[config.mk]
export PLATFORM = sky130hd
export DESIGN_NAME = proc_sequencer
export DESIGN_NICKNAME = d
export VERILOG_FILES = /design/src/rtl/simple_proc_pkg.sv /design/src/rtl/seq_timeout_counter.sv /design/src/rtl/proc_sequencer.sv
export SDC_FILE = /design/constraint.sdc
export NUM_CORES = 1
export LEC_CHECK = 0
export ABC_AREA = 0
export BUFFER_PORTS_ARGS = -buffer_cell sky130_fd_sc_hd__buf_2
export CAP_MARGIN = 20
export CORE_MARGIN = 3
export CORE_UTILIZATION = 30
export DETAILED_ROUTE_END_ITERATION = 6
export GPL_TIMING_DRIVEN = 0
export SETUP_SLACK_MARGIN = 0.3
export SLEW_MARGIN = 20
export SYNTH_ARGS = -nofsm -noshare
export SYNTH_HDL_FRONTEND = slang
export SYNTH_HIERARCHICAL = 1
export SYNTH_SLANG_ARGS = --single-unit
[constraint.sdc]
create_clock -name Clock -period 5 [get_ports Clock]
set_input_delay 1 -clock Clock [delete_from_list [all_inputs] [get_ports Clock]]
set_output_delay 1 -clock Clock [all_outputs]
set_load 0.01 [all_outputs]
[src/rtl/simple_proc_pkg.sv]
// Shared definitions for the simple processor sequencer: instruction format,
// opcodes, FSM state encoding and field accessors.
package simple_proc_pkg;

  localparam int unsigned INSTR_W = 9;

  // Instruction word layout: III XXX YYY
  localparam int unsigned III_HI = 8;
  localparam int unsigned III_LO = 6;
  localparam int unsigned XXX_HI = 5;
  localparam int unsigned XXX_LO = 3;
  localparam int unsigned YYY_HI = 2;
  localparam int unsigned YYY_LO = 0;

  localparam logic [2:0] OP_MV   = 3'b000;
  localparam logic [2:0] OP_MVI  = 3'b001;
  localparam logic [2:0] OP_ADD  = 3'b010;
  localparam logic [2:0] OP_SUB  = 3'b011;
  localparam logic [2:0] OP_HALT = 3'b111;

  typedef enum logic [3:0] {
    S_IDLE,
    S_FETCH,
    S_DECODE,
    S_FETCH_IMM,
    S_IMM_LATCH,
    S_ISSUE,
    S_WAIT,
    S_HALT,
    S_ERROR
  } state_t;

  function automatic logic [2:0] instr_iii(input logic [INSTR_W-1:0] instr);
    return instr[III_HI:III_LO];
  endfunction

  function automatic logic [2:0] instr_xxx(input logic [INSTR_W-1:0] instr);
    return instr[XXX_HI:XXX_LO];
  endfunction

  function automatic logic [2:0] instr_yyy(input logic [INSTR_W-1:0] instr);
    return instr[YYY_HI:YYY_LO];
  endfunction

endpackage

[src/rtl/seq_timeout_counter.sv]
// Watchdog for the sequencer WAIT state.
// Ports: clk, rst_n (async active-low), clear (restart the count; the clearing
// cycle is the Run cycle and counts as cycle 1), enable (count this cycle),
// expired (combinational: this enabled cycle is the last one before timeout).
module seq_timeout_counter #(
  parameter int unsigned TIMEOUT = 16
) (
  input  logic clk,
  input  logic rst_n,
  input  logic clear,
  input  logic enable,
  output logic expired
);

  localparam int unsigned CNT_W = $clog2(TIMEOUT + 1);

  logic [CNT_W-1:0] count_q;

  // Count cycles since the Run pulse, saturating at TIMEOUT
  always_ff @(posedge clk or negedge rst_n) begin
    if (!rst_n) begin
      count_q <= '0;
    end else if (clear) begin
      count_q <= CNT_W'(1);
    end else if (enable && (count_q != CNT_W'(TIMEOUT))) begin
      count_q <= count_q + CNT_W'(1);
    end
  end

  // Expiring here makes the error visible exactly TIMEOUT cycles after Run
  assign expired = enable && (count_q >= CNT_W'(TIMEOUT - 1));

endmodule

[src/rtl/proc_sequencer.sv]
// Instruction sequencer: fetches 9-bit instructions (and mvi immediates) from
// a program ROM, issues them to the processor with a Run pulse and waits for
// Done, guarded by a watchdog.
// Ports: Clock, Resetn (async active-low), Start/Stop (level-sampled controls),
// Rom_addr/Rom_rd (ROM request, decoded from state and PC), Rom_data (ROM data
// one cycle after Rom_rd), DIN/Run (to processor), Done (from processor),
// Busy/Halted/Error (status), Instr_count (completed instructions, saturating).
module proc_sequencer
  import simple_proc_pkg::*;
#(
  parameter int unsigned ADDR_W  = 5,
  parameter int unsigned TIMEOUT = 16
) (
  input  logic               Clock,
  input  logic               Resetn,
  input  logic               Start,
  input  logic               Stop,
  output logic [ADDR_W-1:0]  Rom_addr,
  output logic               Rom_rd,
  input  logic [INSTR_W-1:0] Rom_data,
  output logic [INSTR_W-1:0] DIN,
  output logic               Run,
  input  logic               Done,
  output logic               Busy,
  output logic               Halted,
  output logic               Error,
  output logic [7:0]         Instr_count
);

  state_t               state_q, state_d;
  logic [ADDR_W-1:0]    pc_q, pc_d;
  logic [INSTR_W-1:0]   ir_q, ir_d;
  logic [INSTR_W-1:0]   imm_q, imm_d;
  logic [INSTR_W-1:0]   din_d;
  logic [7:0]           cnt_d;
  logic                 stop_q, stop_d;
  logic                 wd_clear, wd_en, wd_expired;

  function automatic logic is_busy(input state_t s);
    return !((s == S_IDLE) || (s == S_HALT) || (s == S_ERROR));
  endfunction

  seq_timeout_counter #(
    .TIMEOUT(TIMEOUT)
  ) u_wdog (
    .clk    (Clock),
    .rst_n  (Resetn),
    .clear  (wd_clear),
    .enable (wd_en),
    .expired(wd_expired)
  );

  // ROM request is a pure decode of the current state and PC
  assign Rom_rd   = (state_q == S_FETCH) || (state_q == S_FETCH_IMM);
  assign Rom_addr = pc_q;

  // Next-state and next-output logic
  always_comb begin
    state_d  = state_q;
    pc_d     = pc_q;
    ir_d     = ir_q;
    imm_d    = imm_q;
    din_d    = DIN;
    cnt_d    = Instr_count;
    stop_d   = stop_q;
    wd_clear = 1'b0;
    wd_en    = 1'b0;

    if (is_busy(state_q) && Stop) begin
      stop_d = 1'b1;
    end

    unique case (state_q)
      S_IDLE, S_HALT, S_ERROR: begin
        if (Start) begin
          state_d = S_FETCH;
          pc_d    = '0;
          cnt_d   = 8'd0;
          stop_d  = 1'b0;
        end
      end
      S_FETCH: state_d = S_DECODE;
      S_DECODE: begin
        ir_d = Rom_data;
        case (instr_iii(Rom_data))
          OP_HALT: state_d = S_HALT;
          OP_MVI: begin
            din_d   = Rom_data;
            pc_d    = pc_q + ADDR_W'(1);
            state_d = S_FETCH_IMM;
          end
          default: begin
            din_d   = Rom_data;
            state_d = S_ISSUE;
          end
        endcase
      end
      S_FETCH_IMM: state_d = S_IMM_LATCH;
      S_IMM_LATCH: begin
        imm_d   = Rom_data;
        state_d = S_ISSUE;
      end
      S_ISSUE: begin
        wd_clear = 1'b1;
        din_d    = (instr_iii(ir_q) == OP_MVI) ? imm_q : ir_q;
        state_d  = S_WAIT;
      end
      S_WAIT: begin
        wd_en = 1'b1;
        // Done takes priority over a simultaneous watchdog expiry
        if (Done) begin
          pc_d = pc_q + ADDR_W'(1);
          if (Instr_count != 8'hFF) begin
            cnt_d = Instr_count + 8'd1;
          end
          state_d = (stop_q || Stop) ? S_IDLE : S_FETCH;
        end else if (wd_expired) begin
          state_d = S_ERROR;
        end
      end
      default: state_d = S_IDLE;
    endcase
  end

  // State and registered outputs
  always_ff @(posedge Clock or negedge Resetn) begin
    if (!Resetn) begin
      state_q     <= S_IDLE;
      pc_q        <= '0;
      ir_q        <= '0;
      imm_q       <= '0;
      stop_q      <= 1'b0;
      DIN         <= '0;
      Instr_count <= 8'd0;
      Run         <= 1'b0;
      Busy        <= 1'b0;
      Halted      <= 1'b0;
      Error       <= 1'b0;
    end else begin
      state_q     <= state_d;
      pc_q        <= pc_d;
      ir_q        <= ir_d;
      imm_q       <= imm_d;
      stop_q      <= stop_d;
      DIN         <= din_d;
      Instr_count <= cnt_d;
      Run         <= (state_d == S_ISSUE);
      Busy        <= is_busy(state_d);
      Halted      <= (state_d == S_HALT);
      Error       <= (state_d == S_ERROR);
    end
  end

endmodule

# --- Yosys cells after proc, flatten, opt, wreduce, memory -nomap -nowiden ---
# Index checks and enable logic that the tools add are counted.
totals:
  ff_bits: 54
  wordCells: 82
  input_bits: 14
  output_inout_bits: 27
classes:
  muxes: 24
  n_reduce_logical: 21
  order_cmp: 1
  add_sub_neg: 3
  n_eq_ne: 21
ops:
  columns: ["op", "n"]
  rows:
  - ["one-hot mux 4 bit (7 select lines)", 1]
  - ["2-to-1 mux 5 bit", 5]
  - ["equality test 4 x 3 -> 1 bit, second input constant", 6]
  - ["2-to-1 mux 8 bit", 3]
  - ["2-to-1 mux 9 bit", 2]
  - ["one-hot mux 9 bit (2 select lines)", 1]
  - ["one-hot mux 8 bit (2 select lines)", 1]
  - ["one-hot mux 5 bit (3 select lines)", 1]
  - ["2-to-1 mux 4 bit", 3]
  - ["adder 5 x 1 -> 5 bit, second input constant", 2]
  - ["inequality test 2 bit, second input constant", 5]
  - ["adder 8 x 1 -> 8 bit, second input constant", 1]
  - ["equality test 4 x 2 -> 1 bit, second input constant", 2]
  - ["equality test 4 bit, second input constant", 2]
  - ["logical NOT 4 bit", 2]
  - ["inequality test 8 bit, second input constant", 1]
  - ["AND reduction 4 bit", 2]
  - ["equality test 3 x 1 -> 1 bit, second input constant", 2]
  - ["logical OR 1 bit", 6]
  - ["2-to-1 mux 1 bit", 6]
  - ["one-hot mux 3 bit (2 select lines)", 1]
  - ["nonzero test 2 bit", 3]
  - ["greater-or-equal comparator 5 x 4 -> 1 bit, second input constant", 1]
  - ["inequality test 5 bit, second input constant", 1]
  - ["7 further kinds", 10]

# --- Longest topological paths before layout ---
depth:
  ltp_word: 10
  depth_mapped: 9
  ltp_nobuf: 9

# --- Cells and area by module ---
# The synthesis kept the hierarchy.
by_module_without_submodules:
  columns: ["mod", "area_per_inst_um2", "seq_area_each_um2", "cells_each", "instances"]
  rows:
  - ["proc_sequencer", 2499.9, 1226.2, 242, 1]
  - ["seq_timeout_counter", 307.8, 125.1, 32, 1]

# --- Worst setup path after synthesis ---
# Ideal clock, no wire load.
synth_timing:
  kind: "input to register"
  startpoint: "in Rom_data[7]"
  endpoint: "reg Busy"
  path_buffers: 1
  stages: 6
  arrival_ns: 2.151
  slack_ns: 2.728
  required_time_ns: 4.879
  setup_ns: 0.121
  path_cell_list: "clkbuf_1 > nor3b_1 > nor2_1 > or3_1 > nor3_1 > nor2_1"
synth_via:
  elab_chain_len: 7
  word_cells_on_any_way: 10
  cone_classes: "eq/ne (4); mux (2); reduce/logical (4)"
synth_rtl:
  columns: ["item", "line_no", "source"]
  rows:
  - ["start: declaration", "proc_sequencer.sv:20", "input logic [INSTR_W-1:0] Rom_data,"]
  - ["equality test 3 x 1 -> 1 bit / equality test 3 bit (equally long branches)", "proc_sequencer.sv:85", "case (instr_iii(Rom_data))"]
  - ["one-hot mux 3 bit (2 select lines) *", "proc_sequencer.sv:85", null]
  - ["one-hot mux 4 bit (7 select lines) *", "proc_sequencer.sv:73", "unique case (state_q)"]
  - ["net state_d[2]", "proc_sequencer.sv:30", "state_t state_q, state_d;"]
  - ["equality test 4 x 3 -> 1 bit / logical NOT 4 bit (equally long branches)", "proc_sequencer.sv:40", "return !((s == S_IDLE) || (s == S_HALT) || (s == S_ERROR));"]
  - ["logical OR 1 bit", "proc_sequencer.sv:40", null]
  - ["logical OR 1 bit *", "proc_sequencer.sv:40", null]
  - ["logical NOT 1 bit *", "proc_sequencer.sv:40", null]
  - ["end signal: assignment", "proc_sequencer.sv:148", "Busy <= is_busy(state_d);"]
  - ["end: declaration", "proc_sequencer.sv:24", "output logic Busy,"]
# Mark *: on every way through the listed nets, which the timed path passes. The rest lies on a longest branch.
# A chain may end at the register's enable or synchronous reset.

# --- Worst setup path in the final report ---
layout_timing:
  startpoint: "reg state_q[2]"
  endpoint: "out Rom_rd"
layout_via:
  elab_chain_len: 2
  word_cells_on_any_way: 3
  cone_classes: "eq/ne (2); reduce/logical (1)"
layout_rtl:
  columns: ["item", "line_no", "source"]
  rows:
  - ["start: declaration", "proc_sequencer.sv:30", null]
  - ["start signal: assignment", "proc_sequencer.sv:140", "state_q <= state_d;"]
  - ["equality test 4 x 1 -> 1 bit / equality test 4 x 2 -> 1 bit (equally long branches)", "proc_sequencer.sv:54", "assign Rom_rd = (state_q == S_FETCH) || (state_q == S_FETCH_IMM);"]
  - ["logical OR 1 bit *", "proc_sequencer.sv:54", null]
  - ["end: declaration", "proc_sequencer.sv:19", "output logic Rom_rd,"]
# Mark *: on every way between the ends. The rest lies on a longest branch, timed or not.

==> qor.yml <==
synthMuxAreaShare: 0.0682
cp_data_arrival_time_ns: 1.46
worst_pin_slew_ns: 0.694
gp_congestion: 0.784
place_area_um2: 3140
cts_max_level: 2
layout-drive-gt1-share: 0.263
cts_setup_buffers: 0
wl_met3_um: 226
fmax_mhz: 406
fin_crit_ns: 2.46
grt_pass1_vias: 2083
slew_headroom: 0.538
rows: 34
synth-simple-area-share: 0.200
overflow: 0
synth.avg_cell_area_um2: 10.2
clock-sinks: 54
synth_top_area_share: 0.481
nets: 338
vias: 2156
cts_tree: "built"
first_iter_violations: 84
peakVddDrop_v: 0.000189
criticalPathCategory: "flip-flop to output port"
ys_ff_latch: 54
power_density_nw_per_um2: 573
ant_nets: 0
antenna_found_initial: 0
path_max_fanout: 10
vias_per_cell: 5.04
yosys-top-cells-area: "dfrtp_1, nand2_1, mux2_2, mux2i_1, o21ai_1"
ys_types: 57
grt_max_degree: 55
routed_wl_mm: 5.99
dieArea_um2: 10600
post_cts_resized: 0
synth_cells: 274
slew_violations: 0
area_delta_synth_final_pct: 15.8
ys_seq_area_frac: 0.481
setup_tns_ns: 0
n_antenna_cell: 0
yosys.area.top_type: "dfrtp_1"
grt_pass1_wl_mm: 10.3
yosys_warnings: 6
rsz0062_at_grt: "no"
p_leak_nw: 1.51
cp-startpoint: "state_q[2]"
port_buffers: 38
final_hold_viol_count: 0
clock_latency_ns: 0.31
synth_ff_type: "dfrtp_1"
synth-xor-area-share: 0.0125
wl_met2_mm: 2.85
wl_per_cell_um: 14.0
min_path_type: "flip-flop to flip-flop"
clockBufferDepth: 2
synth-compound-area-share: 0.166
cap_violations: 0
synth_commonest_cells: "dfrtp_1, nand2_1, o21ai_1, nor2_1, o21ai_0"
fin_area_um2: 3250
numCtsBuffers: 5
top_layer: "met4"
ctsHoldBuffers: 0
hp-start: "DIN[4]"
async_flop_share: 1.00
startpoint_type: "flip-flop"
cp-end-kind: "output port"
dp_hpwl_mm: 4.26
worstPathRequired_ns: 4.00
setup_viol: 0
synth_fa_ha_area_frac: 0.0223
grt_usage: 0.121
die_w_um: 103
cts-root-buf: "clkbuf_8"
clkTransAtPathRegs_ns: 0.10
start_util: 0.316
wl_met1_mm: 2.87
r2r_setup_slack_ns: 2.61
outcome: "complete, no violations"
post-route-period-util: 0.493
clock-skew-final_ns: 0.00661
io-pin-count: 41
core_um2: 8890
fp.dieH_um: 103
synth_area_um2: 2810
synth_edf_count: 0
drc_errors: 0
dr.pass1.iters: 4
rr_startpoint: "state_q[3]"
synth_top_family_by_area: "simple AND/OR/NAND/NOR gates"
synth_nets: 293
[sequential cells by signal (all words and copies together) (netlist names), 4 cells and up]
signal	count
ir_q	9
u_wdog/count_q	5
Rom_addr	5
Instr_count	8
DIN	9
imm_q	9
state_q	4
[cells by family after synthesis]
logic type / Yosys count
AND/OR/NAND/NOR: 106
AO/OA/AOI/OAI: 64
flip-flops: 54
buffers and inverters: 23
multiplexers: 18
adder cells (fa/ha/maj): 5
XOR/XNOR: 4
[final timing paths]
path / endpoint / cells after the start
worst max-delay path: Rom_rd / 3
worst min-delay path: DIN[4] / 2
worst max register to register: Busy / 8
worst min register to register: DIN[4] / 2
max in group asynchronous: Rom_addr[2] / 1
min in group asynchronous: DIN[4] / 1
[metrics by stage]
stage	worst slack [ns]	total power [W]	util	hold slack, ns	instances
2_1_floorplan	2.73	0.00135	-	0.445	274
3_3_place_gp	2.51	0.00156	0.352	0.459	420
3_5_place_dp	2.52	0.00157	0.353	0.466	420
4_1_cts	2.50	0.00189	0.366	0.489	428
5_1_grt	2.42	0.00203	0.366	0.510	428
6_report	2.54	0.00186	0.366	0.485	428
[cell type report]
cell class              count  area (um2)
fillers                   900        5640
multi-input cells         197        1320
repair buffers             38         193
inverters                   9        33.8
clock inverters             3        47.5
plain buffers              14         105
clock buffers               5        68.8
flip-flops and latches     54        1350
well taps                 108         135
[metal layers]
layer | GRT usage | vias up
met3 | 0.0210 | 2
met5 | 0 | -
li1 | - | 1065
met4 | 0.0329 | 0
met1 | 0.169 | 1057
met2 | 0.195 | 32
[power by group]
group	internal [W]	total (W)	switching, W	leakage (nW)
clock network	0.000153	0.000303	0.000150	0.0591
registers	0.000598	0.000707	0.000109	0.683
logic	0.000367	0.000853	0.000486	0.765
total	0.00112	0.00186	0.000745	1.51
[cells in the final DEF (no fill, tap or decap), types with 3 or more instances in the layout]
master	count
ha_1	5
buf_4	5
clkbuf_1	4
o21ai_0	13
a32o_1	3
o21a_1	5
a21oi_1	4
nand4_1	3
clkbuf_8	5
o31a_1	3
mux2_2	9
and3_1	3
nand2b_1	4
dfrtp_1	54
nand2_1	54
nor3_1	3
xor2_1	3
buf_2	37
inv_1	7
o21ai_1	14
nand3_1	6
nor2_1	13
mux2i_1	9
o21ai_2	4
buf_6	5
nor3b_1	3
[critical path, stage by stage, from the launching register on]
cell     delay, ns
dfrtp_1       0.46
buf_4         0.22
nor3b_1       0.29
buf_2         0.19
Note: power is estimated with default switching activity, not from simulation.
